File: config.mk
export PLATFORM = sky130hd
export DESIGN_NAME = unified_mem_arbiter
export DESIGN_NICKNAME = d
export VERILOG_FILES = /design/src/rtl/mem_arb_pkg.sv /design/src/rtl/unified_mem_arbiter_lat_counter.sv /design/src/rtl/unified_mem_arbiter.sv
export SDC_FILE = /design/constraint.sdc
export NUM_CORES = 1
export LEC_CHECK = 0
export CAP_MARGIN = 20
export CORE_AREA = 2 2 103 105
export DETAILED_ROUTE_END_ITERATION = 8
export DIE_AREA = 0 0 105 107
export DONT_BUFFER_PORTS = 1
export GPL_TIMING_DRIVEN = 1
export PLACE_DENSITY = 0.38
export SLEW_MARGIN = 0
export SYNTH_ARGS = -nofsm -noshare
export SYNTH_HDL_FRONTEND = slang
export SYNTH_SLANG_ARGS = --single-unit
File: constraint.sdc
create_clock -name clk -period 4.1 [get_ports clk]
set_input_delay 0.615 -clock clk [delete_from_list [all_inputs] [get_ports clk]]
set_output_delay 0.615 -clock clk [all_outputs]
set_load 0.01 [all_outputs]
File: src/rtl/mem_arb_pkg.sv
// Shared types and constants for the unified memory arbiter.
//   arb_state_t : arbiter FSM states
//   GRANT_IF/D  : encoding of the last_grant flag (0 = fetch, 1 = data)
//   CNT_W       : width of the access latency counter
package mem_arb_pkg;

   typedef enum logic [1:0] {
      IDLE   = 2'd0,
      BUSY_I = 2'd1,
      BUSY_D = 2'd2
   } arb_state_t;

   localparam logic GRANT_IF = 1'b0;
   localparam logic GRANT_D  = 1'b1;

   localparam int CNT_W = 3;

   localparam logic [CNT_W-1:0] CNT_ZERO = {CNT_W{1'b0}};
   localparam logic [CNT_W-1:0] CNT_ONE  = {{(CNT_W-1){1'b0}}, 1'b1};

endpackage

File: src/rtl/unified_mem_arbiter_lat_counter.sv
// Loadable down-counter that times one fixed-latency memory access.
// Ports:
//   clk, reset_n : clock, synchronous active-low reset (count -> 0)
//   load         : load load_val this cycle (takes priority over counting)
//   load_val     : starting count
//   done         : high while the count equals 1 (last cycle of the access)
module lat_counter
   import mem_arb_pkg::*;
(
   input  logic             clk,
   input  logic             reset_n,
   input  logic             load,
   input  logic [CNT_W-1:0] load_val,
   output logic             done
);

   logic [CNT_W-1:0] cnt_r;

   // Count down to zero and park there until the next load.
   always_ff @(posedge clk) begin
      if (!reset_n) begin
         cnt_r <= CNT_ZERO;
      end else if (load) begin
         cnt_r <= load_val;
      end else if (cnt_r != CNT_ZERO) begin
         cnt_r <= cnt_r - CNT_ONE;
      end else begin
         cnt_r <= cnt_r;
      end
   end

   assign done = (cnt_r == CNT_ONE);

endmodule

File: src/rtl/unified_mem_arbiter.sv
// Arbiter sharing one single-port unified memory between the fetch stage
// and the memory stage of the pipelined core. One access is in flight at a
// time; each takes MEM_LAT cycles after its mem_en strobe.
// Ports:
//   clk, reset_n             : clock, synchronous active-low reset
//   if_req/if_addr           : fetch request and PC
//   if_rdata/if_ready        : instruction word, one-cycle completion pulse
//   d_req/d_we/d_addr/d_wdata: load/store request from the M stage
//   d_rdata/d_ready          : load data (0 for stores), completion pulse
//   stall_if/stall_m         : pending-request stalls for the pipeline
//   mem_en/mem_we/mem_addr/mem_wdata/mem_rdata : memory interface
module unified_mem_arbiter
   import mem_arb_pkg::*;
#(
   parameter int AW      = 32,
   parameter int DW      = 32,
   parameter int MEM_LAT = 2
)(
   input  logic          clk,
   input  logic          reset_n,
   input  logic          if_req,
   input  logic [AW-1:0] if_addr,
   output logic [DW-1:0] if_rdata,
   output logic          if_ready,
   input  logic          d_req,
   input  logic          d_we,
   input  logic [AW-1:0] d_addr,
   input  logic [DW-1:0] d_wdata,
   output logic [DW-1:0] d_rdata,
   output logic          d_ready,
   output logic          stall_if,
   output logic          stall_m,
   output logic          mem_en,
   output logic          mem_we,
   output logic [AW-1:0] mem_addr,
   output logic [DW-1:0] mem_wdata,
   input  logic [DW-1:0] mem_rdata
);

   localparam logic [CNT_W-1:0] LAT_VAL = CNT_W'(MEM_LAT);

   arb_state_t state_r;
   logic       last_grant_r;
   logic       store_r;
   logic       hold_r;
   logic       live_s;
   logic       grant_s;
   logic       winner_s;
   logic       cnt_done_s;
   logic       if_ready_s;
   logic       d_ready_s;

   // All outputs stay quiet in the reset cycle and in the cycle after it,
   // so a request held across reset is only served one cycle later.
   assign live_s = reset_n & ~hold_r;

   // Arbitration in IDLE: single requester wins; on a tie the requester
   // that did not win last time goes, so back-to-back loads cannot starve fetch.
   always_comb begin
      grant_s  = 1'b0;
      winner_s = GRANT_IF;
      if (live_s && (state_r == IDLE)) begin
         if (if_req && d_req) begin
            grant_s  = 1'b1;
            winner_s = ~last_grant_r;
         end else if (d_req) begin
            grant_s  = 1'b1;
            winner_s = GRANT_D;
         end else if (if_req) begin
            grant_s  = 1'b1;
            winner_s = GRANT_IF;
         end else begin
            grant_s  = 1'b0;
            winner_s = GRANT_IF;
         end
      end else begin
         grant_s  = 1'b0;
         winner_s = GRANT_IF;
      end
   end

   // Access timer: loaded on the grant cycle, done flags the completion cycle.
   lat_counter u_lat_counter (
      .clk      (clk),
      .reset_n  (reset_n),
      .load     (grant_s),
      .load_val (LAT_VAL),
      .done     (cnt_done_s)
   );

   // FSM state, fairness flag, store flag and post-reset mute register.
   always_ff @(posedge clk) begin
      if (!reset_n) begin
         state_r      <= IDLE;
         last_grant_r <= GRANT_D;
         store_r      <= 1'b0;
         hold_r       <= 1'b1;
      end else begin
         hold_r <= 1'b0;
         case (state_r)
            IDLE: begin
               if (grant_s) begin
                  state_r      <= (winner_s == GRANT_D) ? BUSY_D : BUSY_I;
                  last_grant_r <= winner_s;
                  store_r      <= (winner_s == GRANT_D) & d_we;
               end else begin
                  state_r <= IDLE;
               end
            end
            BUSY_I, BUSY_D: begin
               state_r <= cnt_done_s ? IDLE : state_r;
            end
            default: begin
               state_r <= IDLE;
            end
         endcase
      end
   end

   // Memory strobe, completion pulses, read-data steering and stalls.
   always_comb begin
      if_ready_s = live_s & (state_r == BUSY_I) & cnt_done_s;
      d_ready_s  = live_s & (state_r == BUSY_D) & cnt_done_s;

      mem_en    = grant_s;
      mem_we    = 1'b0;
      mem_addr  = {AW{1'b0}};
      mem_wdata = {DW{1'b0}};
      if (grant_s && (winner_s == GRANT_D)) begin
         mem_we    = d_we;
         mem_addr  = d_addr;
         mem_wdata = d_wdata;
      end else if (grant_s) begin
         mem_addr  = if_addr;
      end else begin
         mem_addr  = {AW{1'b0}};
      end

      if_ready = if_ready_s;
      d_ready  = d_ready_s;
      if_rdata = if_ready_s ? mem_rdata : {DW{1'b0}};
      // Stores return no data; keep the bus at zero for them.
      d_rdata  = (d_ready_s && !store_r) ? mem_rdata : {DW{1'b0}};

      stall_if = live_s & if_req & ~if_ready_s;
      stall_m  = live_s & d_req & ~d_ready_s;
   end

endmodule
# Yosys cells after proc, flatten, opt, wreduce, memory -nomap -nowiden
# Cells that the tools add are included.
[totals]
reg_bits = 8
output_inout_bits = 134
[op_classes]
add_sub_neg = 1
n_eq_ne = 4
muxes = 20
bitwise = 15
n_reduce_logical = 11
[ops]
columns = ["op", "count"]
rows = [
  ["2-to-1 mux 32 bit", 5],
  ["AND 1 bit", 10],
  ["2-to-1 mux 2 bit", 5],
  ["2-to-1 mux 1 bit", 9],
  ["inverter 1 bit", 5],
  ["logical AND 1 bit", 4],
  ["case mux 2 bit (2 select lines)", 1],
  ["OR reduction 2 bit", 2],
  ["equality test 3 x 1 -> 1 bit, second input constant", 1],
  ["nonzero test 3 bit", 1],
  ["subtractor 3 x 1 -> 3 bit, second input constant", 1],
  ["equality test 2 x 1 -> 1 bit, second input constant", 1],
  ["equality test 2 bit, second input constant", 1],
  ["zero test 2 bit", 1],
  ["!= test 2 bit, second input constant", 1],
  ["AND reduction 2 bit", 1],
  ["nonzero test 2 bit", 1],
  ["zero test 1 bit", 1],
]

# Logic depth before layout (Yosys ltp)
[logic_depth]
word_depth = 7
depth_mapped = 8

# By module
# From an unflattened synthesis, not the netlist that was laid out.
[hier_totals]
hier_cells = 205
hier_area_um2 = 1549.0
[by_module_without_submodules]
columns = ["mod", "n_inst", "cells_per_inst", "area_each_um2", "seq_area_each_um2"]
rows = [
  ["unified_mem_arbiter", 1, 182, 1328.8, 100.1],
  ["lat_counter", 1, 23, 220.2, 60.1],
]

# Least setup slack after synthesis
# No wires, ideal clock.
[synth_path]
kind = "input to output"
startpoint = "input reset_n"
endpoint = "output mem_addr[10]"
arrival_ns = 1.475
t_required_ns = 3.485
slack_ns = 2.010
cell_stages = 5
cell_sequence = "and3b_1 and3_1 buf_2 buf_2 a22o_1"
[synth_via]
elab_chain_len = 5
elab_cells_between_ends = 7
classes_between = "mux (4); bitwise (1); reduce/logical (2)"
[synth_rtl]
columns = ["element", "line_no", "rtl"]
rows = [
  ["start: declaration", "unified_mem_arbiter.sv:20", "input logic reset_n,"],
  ["AND 1 bit *", "unified_mem_arbiter.sv:55", "assign live_s = reset_n & ~hold_r;"],
  ["logical AND 1 bit *", "unified_mem_arbiter.sv:62", "if (live_s && (state_r == IDLE)) begin"],
  ["2-to-1 mux 1 bit", "unified_mem_arbiter.sv:62", ""],
  ["2-to-1 mux 32 bit or logical AND 1 bit (tied branches)", "unified_mem_arbiter.sv:133, unified_mem_arbiter.sv:129", ""],
  ["2-to-1 mux 32 bit *", "unified_mem_arbiter.sv:129", "if (grant_s && (winner_s == GRANT_D)) begin"],
  ["end: declaration", "unified_mem_arbiter.sv:35", "output logic [AW-1:0] mem_addr,"],
]
# Mark *: on every way between the ends. The rest lies on a longest branch, timed or not.

# Final worst setup path
[layout_path]
startpoint = "register state_r[0]"
endpoint = "output mem_addr[16]"
[layout_via]
elab_chain_len = 5
elab_cells_between_ends = 7
classes_between = "mux (4); reduce/logical (3)"
[layout_rtl]
columns = ["element", "line_no", "rtl"]
rows = [
  ["start: declaration", "unified_mem_arbiter.sv:42", "arb_state_t state_r;"],
  ["start signal: assignment", "unified_mem_arbiter.sv:103", "state_r <= (winner_s == GRANT_D) ? BUSY_D : BUSY_I;"],
  ["start signal: assignment", "unified_mem_arbiter.sv:111", "state_r <= cnt_done_s ? IDLE : state_r;"],
  ["zero test 2 bit *", "unified_mem_arbiter.sv:62", ""],
  ["logical AND 1 bit *", "unified_mem_arbiter.sv:62", ""],
  ["2-to-1 mux 1 bit", "unified_mem_arbiter.sv:62", ""],
  ["2-to-1 mux 32 bit or logical AND 1 bit (tied branches)", "unified_mem_arbiter.sv:133, unified_mem_arbiter.sv:129", ""],
  ["2-to-1 mux 32 bit *", "unified_mem_arbiter.sv:129", ""],
]
# Marked as above.

==> results by group <==
Worst setup path
  – Reg2reg end: last_grant_r
  – Worst path required time: approximately 3500 ps
  – Critical-path top delay cell: and3_2
  – Reg2reg setup slack: approximately 2300 ps
  – WP buf/inv: 1
  – Data arrival time of the critical path: approximately 2200 ps
  – CP startpoint kind: flop
  – Worst setup EP type: output port
  – Critical path class: flop to output port
  – Critical Path, Cell by Cell: inv_1, ha_1, and3b_1, and3_2, a22o_1
  – Worst Reg-to-Reg Cells: 5
  – Crit path max-delay family: simple AND/OR/NAND/NOR gates
  – CP max FO: between 60 and 70
  – FF-to-FF Start: state_r[0]
  – Largest stage delay on the critical path: 800 ps

Synthesis
  – Syn_nets: roughly 340
  – Yosys warnings: 0
  – Avg Synthesized Cell Area: ~7.4 µm²
  – Yosys cell types: 26
  – Synthesized cell area: between 0.001 and 0.0015 mm²
  – Post-Synthesis Cells: roughly 200
  – Sequential fraction of the synthesis area: between 10% and 20%
  – Synth Register Bits: 8

Route
  – Vias post-DR: ~1500
  – Initial DRC count: 39
  – Routed WL: between 5000 and 6000 µm
  – Routed len/inst: between 15 and 20 µm
  – Antenna viol nets, final: 0
  – Drt drc: 0
  – 1st-pass router iterations: 4
  – Routed vias/inst: between 4 and 5

Clock network
  – H-Tree Depth: 1
  – Setup bufs post-CTS: 0
  – CTS max path bufs: 2
  – Clk root buf: clkbuf_8
  – Skew-Pair Late Insertion Delay: around 230 ps
  – Clock sink count: 8
  – Post-CTS Hold Buffers: 0
  – CTS Buf Count: 3
  – CTS tree: done
  – Clk slew on worst S/H paths: 40 ps
  – Post-CTS resize count: 0

Final layout
  – Layout cells sized above 1: under 10%
  – Most frequent cells in the layout: and2_1 (97), a22o_1 (32), dfxtp_1 (8), inv_1 (6), nor2_1 (6)
  – Antenna cells: 0
  – Fin nets: roughly 330
  – Post-Layout Cell Count: about 320
  – Area Growth Syn to Fin: 7.071%
  – Fill count: ~1200
  – Commonest non-fill, non-tap cell in the layout: and2_1

Min path
  – Min-delay src: reset_n
  – Hold depth: 1
  – WHS Endpoint: last_grant_r
  – Worst Hold Class: input port to flop

STA
  – Minimum clock period: roughly 2800 ps
  – Worst-margin pin slew: ~950 ps
  – RSZ-0062 raised after global routing: false
  – Worst Clk Skew: 1.280 ps
  – Final Hold Viols: 0
  – Final setup fails: 0
  – Tcrit/Tclk final: about two thirds
  – Fmax: around 0.36 GHz
  – Slew Limit Fails: 0
  – Slew headroom: about 37%
  – Sum Neg Setup Slack: 0 ps

Flow run
  – Max-cap violations: 0

Placed design
  – Final GP Congestion: approximately 0.87
  – # placed instances: between 300 and 400
  – IO Port Bufs: 0
  – DP HPWL: 4386 µm

Die
  – Die width: 105 µm
  – Die Area: about 0.011 mm²
  – Row count: 37
  – Core area: about 0.010 mm²
  – Die span in y: about 110 µm
  – Starting Density: approximately 15%
  – Io pins: 267

Global route
  – Number of global-route vias before repair: between 1000 and 1500
  – Largest net degree at the start of global routing: 69
  – All-Layer GR Usage: under 10%
  – Antenna violations before repair: 0
  – First-pass GRT wire length: about 6500 µm
  – GRT Residual Overflow: 0

Pwr
  – Worst vdd ir: 110.2 µV
  – Leak pwr: ~0.65 nW
  – Power Density: approximately 220 mW/mm²

Status
  – Status: complete, no violations
[power breakdown]
part	switching [mW]	leakage, nW	internal (mW)	total, mW
registers	0.0162	0.0657	0.0922	0.108
logic	0.0832	0.559	0.0607	0.144
clock network	0.0318	0.0216	0.0637	0.0955
total	0.131	0.647	0.217	0.348
[sequential cells by signal (all words and copies together) (netlist names)]
name / flops
state_r: 2
hold_r: 1
last_grant_r: 1
store_r: 1
u_lat_counter.cnt_r: 3
[Yosys cell counts (all sizes together)]
cell type / count / area (µm²)
o31a: 1 / 8.760
nor2: 6 / 22.52
ha: 4 / 50.05
and3: 4 / 26.28
nor2b: 1 / 6.260
o21a: 1 / 7.510
a22o: 32 / 280.3
dfxtp: 8 / 160.2
o2bb2ai: 1 / 8.760
nand2b: 3 / 18.77
a21oi: 3 / 15.01
xor2: 1 / 8.760
buf: 18 / 135.1
nand3b: 2 / 15.01
a21o: 2 / 15.01
inv: 6 / 22.52
and2: 97 / 606.8
and4: 1 / 11.26
nor4: 3 / 18.77
and3b: 1 / 8.760
o21ai: 2 / 10.01
nand2: 3 / 11.26
nor3b: 1 / 18.77
[per-stage QoR]
step	power (mW)	setup slack [ps]	instance area (µm²)	utilization [%]	hold slack, ps
4_1_cts	0.3492	1169	1564	15.50	474.1
3_3_place_gp	0.2466	1513	1523	15.09	482.3
3_5_place_dp	0.2503	1425	1523	15.09	482.3
2_1_floorplan	0.2316	2010	1486	-	428.3
6_report	0.3478	1288	1592	15.77	475.9
5_1_grt	0.3758	1080	1592	15.77	471.5
[final cells by class]
| class | instances | area [µm²] | share of cell area, % |
|---|---|---|---|
| tap | 136 | 170.2 | 10.69 |
| inverter | 6 | 22.52 | 1.415 |
| multi-input combinational | 169 | 1170 | 73.51 |
| timing repair buffer | 1 | 27.53 | 1.730 |
| clock buffer | 3 | 41.29 | 2.594 |
| sequential | 8 | 160.2 | 10.06 |
[cells by family (layout without fill, tap and decap cells)]
logic type	Yosys count	in the layout	synth area share, %
DFF	8	8	10.77
xor gates and xnor gates	1	1	0.5893
and+or+nand+nor	122	122	51.43
buffers and inverters	24	10	10.61
AOI/OAI and AO/OA	42	42	23.23
adders and majority gates	4	4	3.367
[metal layers]
metal	track usage, %	part of all wire [%]
met4	2.286	1.1
met3	1.216	8.5
met1	9.543	41
met2	12.15	49
met5	0	0
[worst max-delay path by stage]
stage	slack, ps	startpoint	depth (start not counted)	end
after floorplan	2010	reset_n	5	mem_addr[10]
after global placement	1510	state_r[0]	5	mem_addr[16]
after detailed placement	1430	state_r[0]	5	mem_addr[25]
after CTS	1170	state_r[0]	5	mem_addr[25]
after global routing	1080	state_r[0]	5	mem_addr[14]
final	1290	state_r[0]	5	mem_addr[16]
[worst reg2reg max path: cells and delay by family (launching register included)]
family	cells	cell delay (ps)
flops	1	300
buf+inv	1	100
simple gates	3	1180
fa+ha+maj	1	210
(Power assumes the default switching activity.)
